===== src/rtl/vending_pkg.sv =====
`default_nettype none
// ============================================================================
// Module      : vending_pkg
// Description : Shared states, constants and price helpers for the vending
//               machine, its buyer and their benches.
// Revision    : 1.0 - initial release
// ============================================================================
package vending_pkg;

    localparam int         PRODUCTNUM = 3;
    localparam logic [1:0] SEL_NONE   = 2'd0;
    localparam logic [1:0] PO_NONE    = 2'd0;

    typedef enum logic [2:0] {
        LOAD0  = 3'd0,
        LOAD1  = 3'd1,
        LOAD2  = 3'd2,
        IDLE   = 3'd3,
        INSERT = 3'd4,
        SELECT = 3'd5,
        WAIT   = 3'd6,
        FINISH = 3'd7
    } state_t;

    // Entry 0 holds the price of product 1.
    typedef logic [PRODUCTNUM-1:0][7:0] price_arr_t;

    function automatic logic [7:0] price_of(input price_arr_t prices,
                                            input logic [1:0]  product);
        logic [7:0] v;
        v = 8'd0;
        case (product)
            2'd1:    v = prices[0];
            2'd2:    v = prices[1];
            2'd3:    v = prices[2];
            default: v = 8'd0;
        endcase
        return v;
    endfunction

endpackage
`default_nettype wire


===== src/rtl/vending_wait_timer.sv =====
`default_nettype none
// ============================================================================
// Module      : vending_wait_timer
// Description : Down-counter loaded on selection; flags the last allowed
//               cycle of waiting for the product.
// Revision    : 1.0 - initial release
// ============================================================================
module vending_wait_timer #(
    parameter int TIMEOUT = 16
) (
    input  logic clk,
    input  logic rst,
    input  logic i_load,
    input  logic i_run,
    output logic o_expired
);

    localparam int c_CNT_W = (TIMEOUT < 2) ? 1 : $clog2(TIMEOUT + 1);

    logic [c_CNT_W-1:0] r_count;

    always_ff @(posedge clk) begin
        if (rst) begin
            r_count <= '0;
        end else if (i_load) begin
            r_count <= c_CNT_W'(TIMEOUT);
        end else if (i_run && (r_count != '0)) begin
            r_count <= r_count - c_CNT_W'(1);
        end
    end

    // A count of one means this is the TIMEOUT-th waiting cycle.
    assign o_expired = i_run && (r_count <= c_CNT_W'(1));

endmodule
`default_nettype wire


===== src/rtl/vending_buyer.sv =====
`default_nettype none
// ============================================================================
// Module      : vending_buyer
// Description : Customer-side driver: loads prices, buys one product per
//               start and checks the product and change returned.
// Revision    : 1.0 - initial release
// ============================================================================
module vending_buyer
    import vending_pkg::*;
#(
    parameter logic [7:0] PRICE0  = 8'd10,
    parameter logic [7:0] PRICE1  = 8'd20,
    parameter logic [7:0] PRICE2  = 8'd30,
    parameter int         TIMEOUT = 16
) (
    input  logic       clk,
    input  logic       rst,
    input  logic       start,
    input  logic [1:0] target,
    input  logic [7:0] coin,
    output logic       ready,
    output logic       done,
    output logic       ok,
    output logic [7:0] change,
    output logic [7:0] DI,
    output logic [7:0] MI,
    output logic [1:0] sel,
    input  logic [7:0] MO,
    input  logic [1:0] PO
);

    localparam price_arr_t c_PRICES = {PRICE2, PRICE1, PRICE0};

    state_t     r_state;
    logic [1:0] r_target;
    logic [7:0] r_coin;
    logic [7:0] r_price;
    logic [8:0] r_paid;
    logic       r_ready;
    logic       r_done;
    logic       r_ok;
    logic [7:0] r_change;
    logic [7:0] r_di;
    logic [7:0] r_mi;
    logic [1:0] r_sel;

    logic [7:0] w_price;
    logic [8:0] w_sum;
    logic [7:0] w_exp_change;
    logic       w_expired;

    assign w_price      = price_of(c_PRICES, target);
    assign w_sum        = r_paid + {1'b0, r_coin};
    // paid >= price whenever this is consulted, so the difference cannot wrap.
    assign w_exp_change = r_paid[7:0] - r_price;

    vending_wait_timer #(
        .TIMEOUT (TIMEOUT)
    ) u_wait_timer (
        .clk       (clk),
        .rst       (rst),
        .i_load    (r_state == SELECT),
        .i_run     (r_state == WAIT),
        .o_expired (w_expired)
    );

    always_ff @(posedge clk) begin
        if (rst) begin
            r_state  <= LOAD0;
            r_target <= 2'd0;
            r_coin   <= 8'd0;
            r_price  <= 8'd0;
            r_paid   <= 9'd0;
            r_ready  <= 1'b0;
            r_done   <= 1'b0;
            r_ok     <= 1'b0;
            r_change <= 8'd0;
            r_di     <= 8'd0;
            r_mi     <= 8'd0;
            r_sel    <= SEL_NONE;
        end else begin
            r_done <= 1'b0;
            case (r_state)
                LOAD0: begin
                    r_di    <= PRICE0;
                    r_state <= LOAD1;
                end
                LOAD1: begin
                    r_di    <= PRICE1;
                    r_state <= LOAD2;
                end
                LOAD2: begin
                    r_di    <= PRICE2;
                    r_state <= IDLE;
                end
                IDLE: begin
                    r_di  <= 8'd0;
                    r_mi  <= 8'd0;
                    r_sel <= SEL_NONE;
                    if (r_ready && start) begin
                        r_ready  <= 1'b0;
                        r_target <= target;
                        r_coin   <= coin;
                        r_price  <= w_price;
                        r_paid   <= 9'd0;
                        r_ok     <= 1'b0;
                        if (target == 2'd0) begin
                            r_change <= 8'd0;
                            r_state  <= FINISH;
                        end else if (w_price == 8'd0) begin
                            r_state <= SELECT;
                        end else if (coin == 8'd0) begin
                            r_change <= 8'd0;
                            r_state  <= FINISH;
                        end else begin
                            r_state <= INSERT;
                        end
                    end else begin
                        r_ready <= 1'b1;
                    end
                end
                INSERT: begin
                    if (w_sum > 9'd255) begin
                        r_mi     <= 8'd0;
                        r_ok     <= 1'b0;
                        r_change <= 8'd0;
                        r_state  <= FINISH;
                    end else begin
                        r_mi   <= r_coin;
                        r_paid <= w_sum;
                        if (w_sum >= {1'b0, r_price}) begin
                            r_state <= SELECT;
                        end
                    end
                end
                SELECT: begin
                    r_mi    <= 8'd0;
                    r_sel   <= r_target;
                    r_state <= WAIT;
                end
                WAIT: begin
                    r_mi  <= 8'd0;
                    r_sel <= SEL_NONE;
                    if (PO != PO_NONE) begin
                        r_change <= MO;
                        r_ok     <= (PO == r_target) && (MO == w_exp_change);
                        r_state  <= FINISH;
                    end else if (w_expired) begin
                        r_change <= 8'd0;
                        r_ok     <= 1'b0;
                        r_state  <= FINISH;
                    end
                end
                FINISH: begin
                    r_done  <= 1'b1;
                    r_ready <= 1'b1;
                    r_state <= IDLE;
                end
                default: begin
                    r_state <= LOAD0;
                end
            endcase
        end
    end

    assign ready  = r_ready;
    assign done   = r_done;
    assign ok     = r_ok;
    assign change = r_change;
    assign DI     = r_di;
    assign MI     = r_mi;
    assign sel    = r_sel;

endmodule
`default_nettype wire


===== config.mk =====
export PLATFORM = sky130hd
export DESIGN_NAME = vending_buyer
export DESIGN_NICKNAME = d
export VERILOG_FILES = /design/src/rtl/vending_pkg.sv /design/src/rtl/vending_wait_timer.sv /design/src/rtl/vending_buyer.sv
export SDC_FILE = /design/constraint.sdc
export NUM_CORES = 1
export LEC_CHECK = 0
export CORE_UTILIZATION = 35
export CTS_BUF_LIST = sky130_fd_sc_hd__clkbuf_8 sky130_fd_sc_hd__clkbuf_16
export CTS_CLUSTER_SIZE = 16
export DETAILED_ROUTE_END_ITERATION = 6
export GPL_TIMING_DRIVEN = 0
export PLACE_DENSITY = 0.68
export SYNTH_ARGS = -nofsm -noshare
export SYNTH_HDL_FRONTEND = slang
export SYNTH_HIERARCHICAL = 1
export SYNTH_SLANG_ARGS = --single-unit

===== constraint.sdc =====
create_clock -name clk -period 6.65 [get_ports clk]
set_input_delay 0.9975 -clock clk [delete_from_list [all_inputs] [get_ports clk]]
set_output_delay 0.9975 -clock clk [all_outputs]
set_load 0.01 [all_outputs]

**Word-level counts from Yosys, hierarchy flattened**

Cells that the tools add are included.

- Word-level logic and storage cells: 100
- Input port bits: 23
- Output and inout port bits: 29
- Register bits: 64

- Equality and inequality tests: 19
- Order comparisons: 3
- Muxes and demuxes: 35
- $add $sub $neg: 3
- Reduce and logical (&&, ||, !) cells: 26

Operators by type and width:

| kind | count |
|---|---|
| 8-bit two-way mux | 8 |
| 8-bit one-hot mux with 4 select lines | 1 |
| 8-bit one-hot mux with 3 select lines | 1 |
| 3-bit one-hot mux with 7 select lines | 1 |
| 9-bit two-way mux | 2 |
| 9-bit one-hot mux with 2 select lines | 1 |
| 8-bit logical NOT | 2 |
| 8-bit one-hot mux with 2 select lines | 1 |
| 3-bit two-way mux | 5 |
| 5-bit one-hot mux with 3 select lines | 1 |
| 3-bit == test (second input constant) | 4 |
| 3-bit != test (second input constant) | 4 |
| 2-bit nonzero test | 6 |
| 5-bit two-way mux | 2 |
| 9-bit by 8-bit adder with 9-bit output | 1 |
| 9-bit by 8-bit >= comparator with 1-bit output | 1 |
| 9-bit by 8-bit > comparator with 1-bit output (second input constant) | 1 |
| 8-bit == test | 1 |
| 8-bit subtractor | 1 |
| 3-bit by 2-bit == test with 1-bit output (second input constant) | 2 |
| 1-bit two-way mux | 6 |
| 2-bit two-way mux | 3 |
| 2-bit != test (second input constant) | 3 |
| 3-bit AND reduction | 2 |
| other kinds (20) | 26 |

**Longest topological paths before layout**

Gate-level depths: netlist of run 1.

- Depth in word-level cells: 7
- Mapped depth: 12
- Gate-level depth less buffers: 11

**Cells and area by module**

Netlist of run 1, hierarchy kept.

By module, submodules not included:

| module | cells each | area each (um^2) | times used |
|---|---|---|---|
| vending_buyer | 304 | 2,601.2 | 1 |
| vending_wait_timer | 31 | 294.0 | 1 |

**Least setup slack after synthesis of run 1**

OpenSTA, ideal clock, no wires.

- Path kind: register to register
- Start point: register r_coin[0]
- End point: register r_change[0] (netlist: change[0])
- Clock period less this slack: 2,255 ps
- Data arrival time: 2,193 ps
- Library setup time: 62 ps
- Slack: 4,395 ps
- Required time: 6,588 ps
- Cell stages (with the launch flop): 9
- Cells stage by stage: dfxtp_1 ha_1 fa_1 a21oi_2 o22ai_2 mux2i_2 o211ai_2 a2111oi_4 a22o_1

- Cells in the longest elaborated chain, start to end: 4

Ends and longest elaborated chain:

| what | line | text |
|---|---|---|
| start, declared | vending_buyer.sv:36 | `logic [7:0] r_coin;` |
| start signal, assigned | vending_buyer.sv:103 | `r_coin <= coin;` |
| 9-bit by 8-bit adder with 9-bit output | vending_buyer.sv:53 | `assign w_sum = r_paid + {1'b0, r_coin};` |
| 9-bit by 8-bit > comparator with 1-bit output | vending_buyer.sv:123 | `if (w_sum > 9'd255) begin` |
| 2-bit != test (no source line) | -- |  |
| 6-bit AND reduction (no source line) | -- |  |
| end signal, assigned | vending_buyer.sv:77 | `r_change <= 8'd0;` |
| end signal, assigned | vending_buyer.sv:126 | `r_change <= 8'd0;` |
| end signal, assigned | vending_buyer.sv:145 | `r_change <= MO;` |
| end, declared | vending_buyer.sv:42 | `logic [7:0] r_change;` |

No other way between the ends.
A chain may end at the register's enable or synchronous reset.

**Final worst setup path of run 1**

- Start point: input port coin[5]
- End point: register r_change[0] (netlist: change[0])

- Cells in the longest elaborated chain, start to end: 3

Ends and longest elaborated chain:

| what | line | text |
|---|---|---|
| start, declared | vending_buyer.sv:20 | `input logic [7:0] coin,` |
| 8-bit logical NOT | vending_buyer.sv:112 | `end else if (coin == 8'd0) begin` |
| 3-bit != test (no source line) | -- |  |
| 6-bit AND reduction (no source line) | -- |  |
| end signal, assigned | vending_buyer.sv:108 | `r_change <= 8'd0;` |
| end signal, assigned | vending_buyer.sv:113 | `r_change <= 8'd0;` |
| end signal, assigned | vending_buyer.sv:126 |  |

No other way between the ends.

==> results of run 1 <==
-- registers in the layout, indices dropped and copies added, names as in the netlist --
name	cells
done	1
r_price	2
r_state	3
ready	1
DI	2
MI	8
change	8
r_target	2
sel	2
r_paid	9
u_wait_timer/r_count	5
ok	1
r_coin	8
-- layer usage --
layer / vias up / global-route usage
met5: - / 0
li1: 1300 / -
met3: 4 / 0.0296
met2: 58 / 0.262
met1: 1190 / 0.231
met4: 0 / 0.0500
-- power by group through the flow --
stage | Sequential (mW) | Clock (mW) | Combinational [mW]
6_report | 0.318 | 0.217 | 0.0711
5_1_grt | 0.318 | 0.239 | 0.0778
4_1_cts | 0.318 | 0.226 | 0.0713
3_5_place_dp | 0.325 | 0 | 0.0709
3_3_place_gp | 0.325 | 0 | 0.0705
2_1_floorplan | 0.325 | 0 | 0.0376
-- area by class of cell --
class	count	share of cell area
clock buffer	5	0.0190
clock inverter	3	0.0118
inverter	12	0.0125
multi-input combinational	255	0.474
sequential	52	0.288
tap	102	0.0353
timing repair buffer	47	0.130
buffer	19	0.0291
-- worst register-to-register path: cells and delay by family, from the launching register on --
family / cells / cell delay (ns)
multiplexers: 1 / 0.22
adder cells (fa/ha/maj): 2 / 0.65
AO/OA/AOI/OAI: 5 / 1.32
flip-flops: 1 / 0.35
-- worst paths after layout --
kind | startpoint | to | slack [ns] | cells after the start
hold reg to reg | r_price[2] | r_price[2] | 0.46 | 2
setup / recovery | coin[5] | change[0] | 3.94 | 6
setup reg to reg | r_coin[0] | change[0] | 4.06 | 8
hold / removal | r_price[2] | r_price[2] | 0.46 | 2
-- cells in the final DEF, fill, tap and decap left out, types with 3 or more instances in the layout --
master	Yosys	layout
sky130_fd_sc_hd__inv_1	12	12
sky130_fd_sc_hd__xnor2_1	12	12
sky130_fd_sc_hd__nand2_1	41	41
sky130_fd_sc_hd__conb_1	1	4
sky130_fd_sc_hd__nor4b_1	4	4
sky130_fd_sc_hd__nand2b_1	4	4
sky130_fd_sc_hd__a211oi_1	3	3
sky130_fd_sc_hd__clkbuf_8	0	5
sky130_fd_sc_hd__clkdlybuf4s50_1	0	47
sky130_fd_sc_hd__o21a_1	4	4
sky130_fd_sc_hd__nor2_1	33	33
sky130_fd_sc_hd__a22o_1	10	10
sky130_fd_sc_hd__ha_1	18	18
sky130_fd_sc_hd__nor3_1	7	7
sky130_fd_sc_hd__a21o_1	4	4
sky130_fd_sc_hd__nor4_1	3	3
sky130_fd_sc_hd__xor2_1	7	7
sky130_fd_sc_hd__o21ai_0	4	4
sky130_fd_sc_hd__a21oi_1	36	36
sky130_fd_sc_hd__a22oi_1	8	8
sky130_fd_sc_hd__nand3_1	6	6
sky130_fd_sc_hd__buf_4	6	6
sky130_fd_sc_hd__clkbuf_1	8	8
sky130_fd_sc_hd__dfxtp_1	52	52
sky130_fd_sc_hd__nand3b_1	5	5
sky130_fd_sc_hd__buf_2	3	3
sky130_fd_sc_hd__mux2_1	3	3
-- cell families (layout without fill, tap and decap cells) --
kind of cell             Yosys count  count (layout)  share of synthesized area
buffers and inverters             31              86                     0.0519
multiplexers                       6               6                     0.0233
adder cells (fa/ha/maj)           20              20                     0.0916
AND/OR/NAND/NOR                  118             118                      0.202
AO/OA/AOI/OAI                     88              88                      0.213
other                              1               4                    0.00130
flip-flops                        52              52                      0.360
XOR/XNOR                          19              19                     0.0575
==> reports/qor.tcl, run 1 <==
set qor(dpl_cell_area_sq_um) 3500
set qor(postCtsResizedCells) 0
set qor(ys.warnings.count) 6
set qor(top_level_ports) 52
set qor(layout_setup_ws_ns) 3.94
set qor(power.share.combinational) 0.117
set qor(criticalPathCategory) {input pin to flop}
set qor(worst_setup_path_end_kind) {flop}
set qor(pre_antenna_drt_iters) 4
set qor(cp_cell_sequence) {clkdlybuf4s50_1 > nor4_1 > a211oi_1 > nor2_1 > a2111oi_4 > a22o_1}
set qor(area.sequential_sq_um) 1040
set qor(met2_wirelength_um) 3120
set qor(grt_pass1_vias) 2292
set qor(num_vias) 2552
set qor(setup.worst_path.start_class) {input pin}
set qor(synth_cell_type_count) 58
set qor(met3_wirelength_um) 341
set qor(post_drt_via_cell_ratio) 5.16
set qor(inserted_clock_buffers) 5
set qor(synth-main-ff-cell) {sky130_fd_sc_hd__dfxtp_1}
set qor(internal_power_mw) 0.462
set qor(cts_tree) {yes}
set qor(tns_ns) 0
set qor(grt_max_degree) 17
set qor(post_synth_main_area_contributors) {sky130_fd_sc_hd__dfxtp_1, sky130_fd_sc_hd__ha_1, sky130_fd_sc_hd__a21oi_1}
set qor(synth_largest_area_cell) {sky130_fd_sc_hd__dfxtp_1}
set qor(final.period_utilization) 0.407
set qor(critical_path.slowest_cell) {sky130_fd_sc_hd__a2111oi_4}
set qor(nNetsFinal) 435
set qor(delay_of_the_slowest_cell_on_the_worst_path_ns) 0.61
set qor(final_antenna_net_count) 0
set qor(relative_slew_slack) 0.383
set qor(grt_setup_unrepaired) {no}
set qor(fp-row-count) 32
set qor(p_sw_frac) 0.237
set qor(initial_utilization) 0.369
set qor(die_area_sq_um) 8640
set qor(setup_violations) 0
set qor(ys_seq_elements) 52
set qor(postLayoutCellArea_sq_um) 3620
set qor(design_power_total_mw) 0.606
set qor(clkPwrFrac) 0.358
set qor(cts_num_sinks) 52
set qor(finalHoldWorstSlack_ns) 0.462
set qor(worst_path_arrival_ns) 2.96
set qor(cts.repair_timing.setup_buffer_count) 0
set qor(finalHoldViolations) 0
set qor(final.fill_count) 771
set qor(layout_utilization) 0.461
set qor(highest-signal-layer) {met4}
set qor(critPathTopFamily) {compound AO/OA/AOI/OAI gates}
set qor(timing.critical_path.required_ns) 6.91
set qor(netlist_area_sq_um) 2900
set qor(power.leakage_nw) 1.31
set qor(die-width_um) 93.0
set qor(status) {complete, no violations}
set qor(power.ir.vdd_worst_mv) 0.118
set qor(cap_viol_max_count) 0
set qor(grt_util_all_layers) 0.167
set qor(numPlacedInstances) 487
set qor(floorplan.core_area_sq_um) 7850
set qor(grt_remaining_overflow) 0
set qor(async_reset_ff_frac) 0
set qor(synth_commonest_cells) {sky130_fd_sc_hd__dfxtp_1, sky130_fd_sc_hd__nand2_1, sky130_fd_sc_hd__a21oi_1, sky130_fd_sc_hd__nor2_1, sky130_fd_sc_hd__ha_1}
set qor(final-max-slew-violation-count) 0
set qor(wl_per_cell_um) 13.8
set qor(antenna_found_initial) 0
set qor(syn_area_per_cell_sq_um) 8.64
set qor(clock_path_buffers) 2
set qor(multi_input_comb_area_sq_um) 1720
set qor(synth.top_cell.area_share) 0.360
set qor(cp.buffers_inverters) 1
set qor(initialDrtViolationCount) 111
set qor(critPathMaxFanout) 8
set qor(netlist_instances) 335
set qor(cts_hold_repair.buffers) 0
set qor(worst_slew_pin_slew_ns) 0.919
set qor(insertion_delay_ns) 0.31
set qor(place_worst_setup_slack_ns) 3.61
set qor(min_path_type) {flop to flop}
set qor(layout-area-overhead-vs-synth_pct) 24.9
set qor(fin_cells) 495
set qor(worst_clock_skew_ns) 0.00708
set qor(remaining_drc_errors) 0
set qor(cts.clk_slew.worst_paths_ns) 0.10
set qor(n_antenna_cell) 0
set qor(cts-root-buf) {sky130_fd_sc_hd__clkbuf_8}
set qor(finalWeightedCongestion) 0.875
set qor(power-per-cell-area_nw_per_um2) 168
set qor(power.sequential.fraction) 0.524
set qor(netSwitchingPower_mw) 0.144
set qor(synth_seq_area_share) 0.360
set qor(io_buffer_count) 47
set qor(dp_hpwl_um) 5200
set qor(synth_most_common_cell) {sky130_fd_sc_hd__dfxtp_1}
set qor(drt-total-wl_um) 6810
set qor(post-route-min-period_ns) 2.71
set qor(h-tree-depth) 2
set qor(ratio_of_cells_with_drive_above_1_in_the_final_layout) 0.0789
set qor(max_freq_mhz) 369
set qor(grt_pass1_wl_um) 11300
set qor(routedLengthMet1_um) 3310
set qor(chip_height_um) 93.0
set qor(synth_edf_count) 0
Power figures use the tool's default switching activity.
==> inputs of run 2 (changes only) <==
--- a/config.mk
+++ b/config.mk
@@ -10,7 +10,7 @@
 export CTS_CLUSTER_SIZE = 16
 export DETAILED_ROUTE_END_ITERATION = 6
 export GPL_TIMING_DRIVEN = 0
-export PLACE_DENSITY = 0.68
+export PLACE_DENSITY = 0.7
 export SYNTH_ARGS = -nofsm -noshare
 export SYNTH_HDL_FRONTEND = slang
 export SYNTH_HIERARCHICAL = 1
==> constraint.sdc (replaced) <==
create_clock -name clk -period 2.2 [get_ports clk]
set_input_delay 0.33 -clock clk [delete_from_list [all_inputs] [get_ports clk]]
set_output_delay 0.33 -clock clk [all_outputs]
set_load 0.01 [all_outputs]
==> reports/qor.tcl, run 2 (synthesized netlist as in run 1, its figures left out) <==
set qor(status) {finished, violations left}
set qor(violated_checks) {setup timing}
set qor(grt_util_all_layers) 0.178 ;# +0.0113
set qor(cts.clk_slew.worst_paths_ns) 0.10 ;# about the same
set qor(worstReg2RegEnd) {r_state[0]}
set qor(post-route-min-period_ns) 2.28
set qor(cap_viol_max_count) 0 ;# unchanged
set qor(remaining_drc_errors) 0 ;# unchanged
set qor(final.fill_count) 776 ;# +0.65%
set qor(cts_hold_repair.buffers) 0 ;# unchanged
set qor(die-width_um) 93.0 ;# unchanged
set qor(power.leakage_nw) 1.41 ;# +7.4%
set qor(max_freq_mhz) 438
set qor(most-common-layout-cells) {sky130_fd_sc_hd__dfxtp_1, sky130_fd_sc_hd__clkdlybuf4s50_1, sky130_fd_sc_hd__nand2_1}
set qor(cts-root-buf) {sky130_fd_sc_hd__clkbuf_8}
set qor(nNetsFinal) 448 ;# +3.0%
set qor(grt_remaining_overflow) 0 ;# unchanged
set qor(crit_reg_reg_startpoint) {r_paid[0]}
set qor(final.period_utilization) 1.04
set qor(pre_antenna_drt_iters) 4 ;# unchanged
set qor(crit_start) {r_paid[0]}
set qor(min_delay_path_depth) 2 ;# unchanged
set qor(io_buffer_count) 47 ;# unchanged
set qor(fin_cells) 508 ;# +2.6%
set qor(largest_register_ffs) 9 ;# unchanged
set qor(setup.worst_path.start_class) {flop}
set qor(antenna_found_initial) 0 ;# unchanged
set qor(h-tree-depth) 2 ;# unchanged
set qor(min_path_type) {flop to flop}
set qor(final_antenna_net_count) 0 ;# unchanged
set qor(finalWeightedCongestion) 0.877 ;# +0.21%
set qor(area.sequential_sq_um) 1050 ;# +0.84%
set qor(chip_height_um) 93.0 ;# unchanged
set qor(die_area_sq_um) 8640 ;# unchanged
set qor(worst_clock_skew_ns) 0.00502 ;# -0.00206 ns
set qor(initialDrtViolationCount) 94 ;# -15%
set qor(floorplan.core_area_sq_um) 7850 ;# unchanged
set qor(rrSetupSlack_ns) -0.08 ;# -4.14 ns
set qor(setup_violations) 18 ;# +18
set qor(finalHoldViolations) 0 ;# unchanged
set qor(grt_setup_unrepaired) {yes}
set qor(grt_max_degree) 17 ;# unchanged
set qor(grt_pass1_vias) 2534 ;# +11%
set qor(register_bank_with_the_most_flops) {r_paid}
set qor(timing.critical_path.to) {r_state[0]}
set qor(rr_worst_depth) 10 ;# +2
set qor(dp_hpwl_um) 5390 ;# +3.7%
set qor(layout-area-overhead-vs-synth_pct) 34.2
set qor(post_drt_via_cell_ratio) 5.21 ;# +1.1%
set qor(wl_per_cell_um) 14.7 ;# +6.6%
set qor(n_antenna_cell) 0 ;# unchanged
set qor(top_level_ports) 52 ;# unchanged
set qor(critPathMaxFanout) 2 ;# -6
set qor(relative_slew_slack) 0.375 ;# -0.00754
set qor(drt-total-wl_um) 7450 ;# +9.4%
set qor(clock_path_buffers) 2 ;# unchanged
set qor(inserted_clock_buffers) 5 ;# unchanged
set qor(layout_setup_ws_ns) -0.0846 ;# -4.03 ns
set qor(final-max-slew-violation-count) 0 ;# unchanged
set qor(place_worst_setup_slack_ns) -0.330 ;# -3.94 ns
set qor(power-per-cell-area_nw_per_um2) 487 ;# +190%
set qor(ratio_of_cells_with_drive_above_1_in_the_final_layout) 0.187 ;# +0.108
set qor(multi_input_comb_area_sq_um) 1840 ;# +7.5%
set qor(grt_pass1_wl_um) 12200 ;# +7.4%
set qor(cts_num_sinks) 52 ;# unchanged
set qor(cts_tree) {yes}
set qor(power.ir.vdd_worst_mv) 0.312 ;# +160%
set qor(initial_utilization) 0.369 ;# unchanged
set qor(worst_path_arrival_ns) 2.49 ;# -0.47 ns
set qor(worst_setup_path_end_kind) {flop}
set qor(insertion_delay_ns) 0.31 ;# about the same
set qor(fp-row-count) 32 ;# unchanged
set qor(worst_slew_pin_slew_ns) 0.934 ;# +0.0152 ns
set qor(criticalPathCategory) {flop to flop}
set qor(timing.critical_path.required_ns) 2.41 ;# -4.50 ns
set qor(num_vias) 2647 ;# +3.7%
set qor(finalHoldWorstSlack_ns) 0.489 ;# +0.0267 ns
set qor(numPlacedInstances) 487 ;# unchanged
[run 2: cell types whose count changed in the layout (fill, tap and decap cells not counted), moves of 3 or more]
cell	before	now
sky130_fd_sc_hd__dfxtp_2	0	4
sky130_fd_sc_hd__mux2_1	3	0
sky130_fd_sc_hd__buf_6	1	6
sky130_fd_sc_hd__mux2_4	0	3
sky130_fd_sc_hd__dfxtp_1	52	47
sky130_fd_sc_hd__a22oi_1	8	1
sky130_fd_sc_hd__a22oi_2	0	7
sky130_fd_sc_hd__buf_4	6	16
[run 2: worst min path at each step]
stage,from,endpoint,slack [ns]
6_report,r_price[2],r_price[2],0.49
3_3_place_gp,r_price[2],r_price[2],0.45
4_1_cts,r_price[2],r_price[2],0.49
2_1_floorplan,rst,u_wait_timer/r_count[1],0.40
5_1_grt,change[6],change[6],0.51
3_5_place_dp,change[5],change[5],0.47
[run 2: power breakdown]
| part | switching [mW] | total [mW] | internal, mW |
|---|---|---|---|
| clock network | 0.331 | 0.704 | 0.373 |
| registers | 0.00799 | 0.959 | 0.951 |
| logic | 0.115 | 0.229 | 0.114 |
[run 2: cell type report]
cell class / instances / share of cell area
multi-input combinational: 255 / 0.475
sequential: 52 / 0.270
timing repair buffer: 60 / 0.150
tap: 102 / 0.0328
buffer: 19 / 0.0296
clock buffer: 6 / 0.0212
inverter: 12 / 0.0116
clock inverter: 2 / 0.00998
[run 2: through the flow]
stage / utilization / total power, mW / cell area, sq um / setup TNS, ns
global placement: 0.449 / 1.19 / 3520 / -3.77
detailed placement: 0.449 / 1.20 / 3520 / -4.79
CTS: 0.482 / 1.90 / 3780 / -0.749
floorplan: - / 1.10 / 2920 / -0.303
global route: 0.495 / 1.97 / 3890 / -3.10
finish: 0.495 / 1.89 / 3890 / -0.576
[run 2: critical path, cell delays in order (launching register included)]
cell	delay [ns]
sky130_fd_sc_hd__dfxtp_4	0.37
sky130_fd_sc_hd__ha_4	0.16
sky130_fd_sc_hd__fa_2	0.35
sky130_fd_sc_hd__buf_4	0.15
sky130_fd_sc_hd__xor2_2	0.18
sky130_fd_sc_hd__ha_1	0.27
sky130_fd_sc_hd__a21boi_0	0.12
sky130_fd_sc_hd__o21a_1	0.18
sky130_fd_sc_hd__o21ai_2	0.13
sky130_fd_sc_hd__nand4_1	0.09
sky130_fd_sc_hd__o21a_1	0.18
[run 2: metal layers]
metal	wire, um	track usage	share of wire	up-vias
met3	417	0.0296	0.056	13
li1	-	-	-	1325
met1	3380	0.225	0.45	1223
met5	0	0	0	-
met2	3530	0.308	0.47	86
met4	121	0.0526	0.016	0
[run 2: timing repair]
item                                    in CTS  in global routing
endpoints found under the setup margin      23                 30
buffers inserted                            10                  2
gates resized for setup                     16                 25
pin swaps                                   12                 20
cloned                                       0                  1
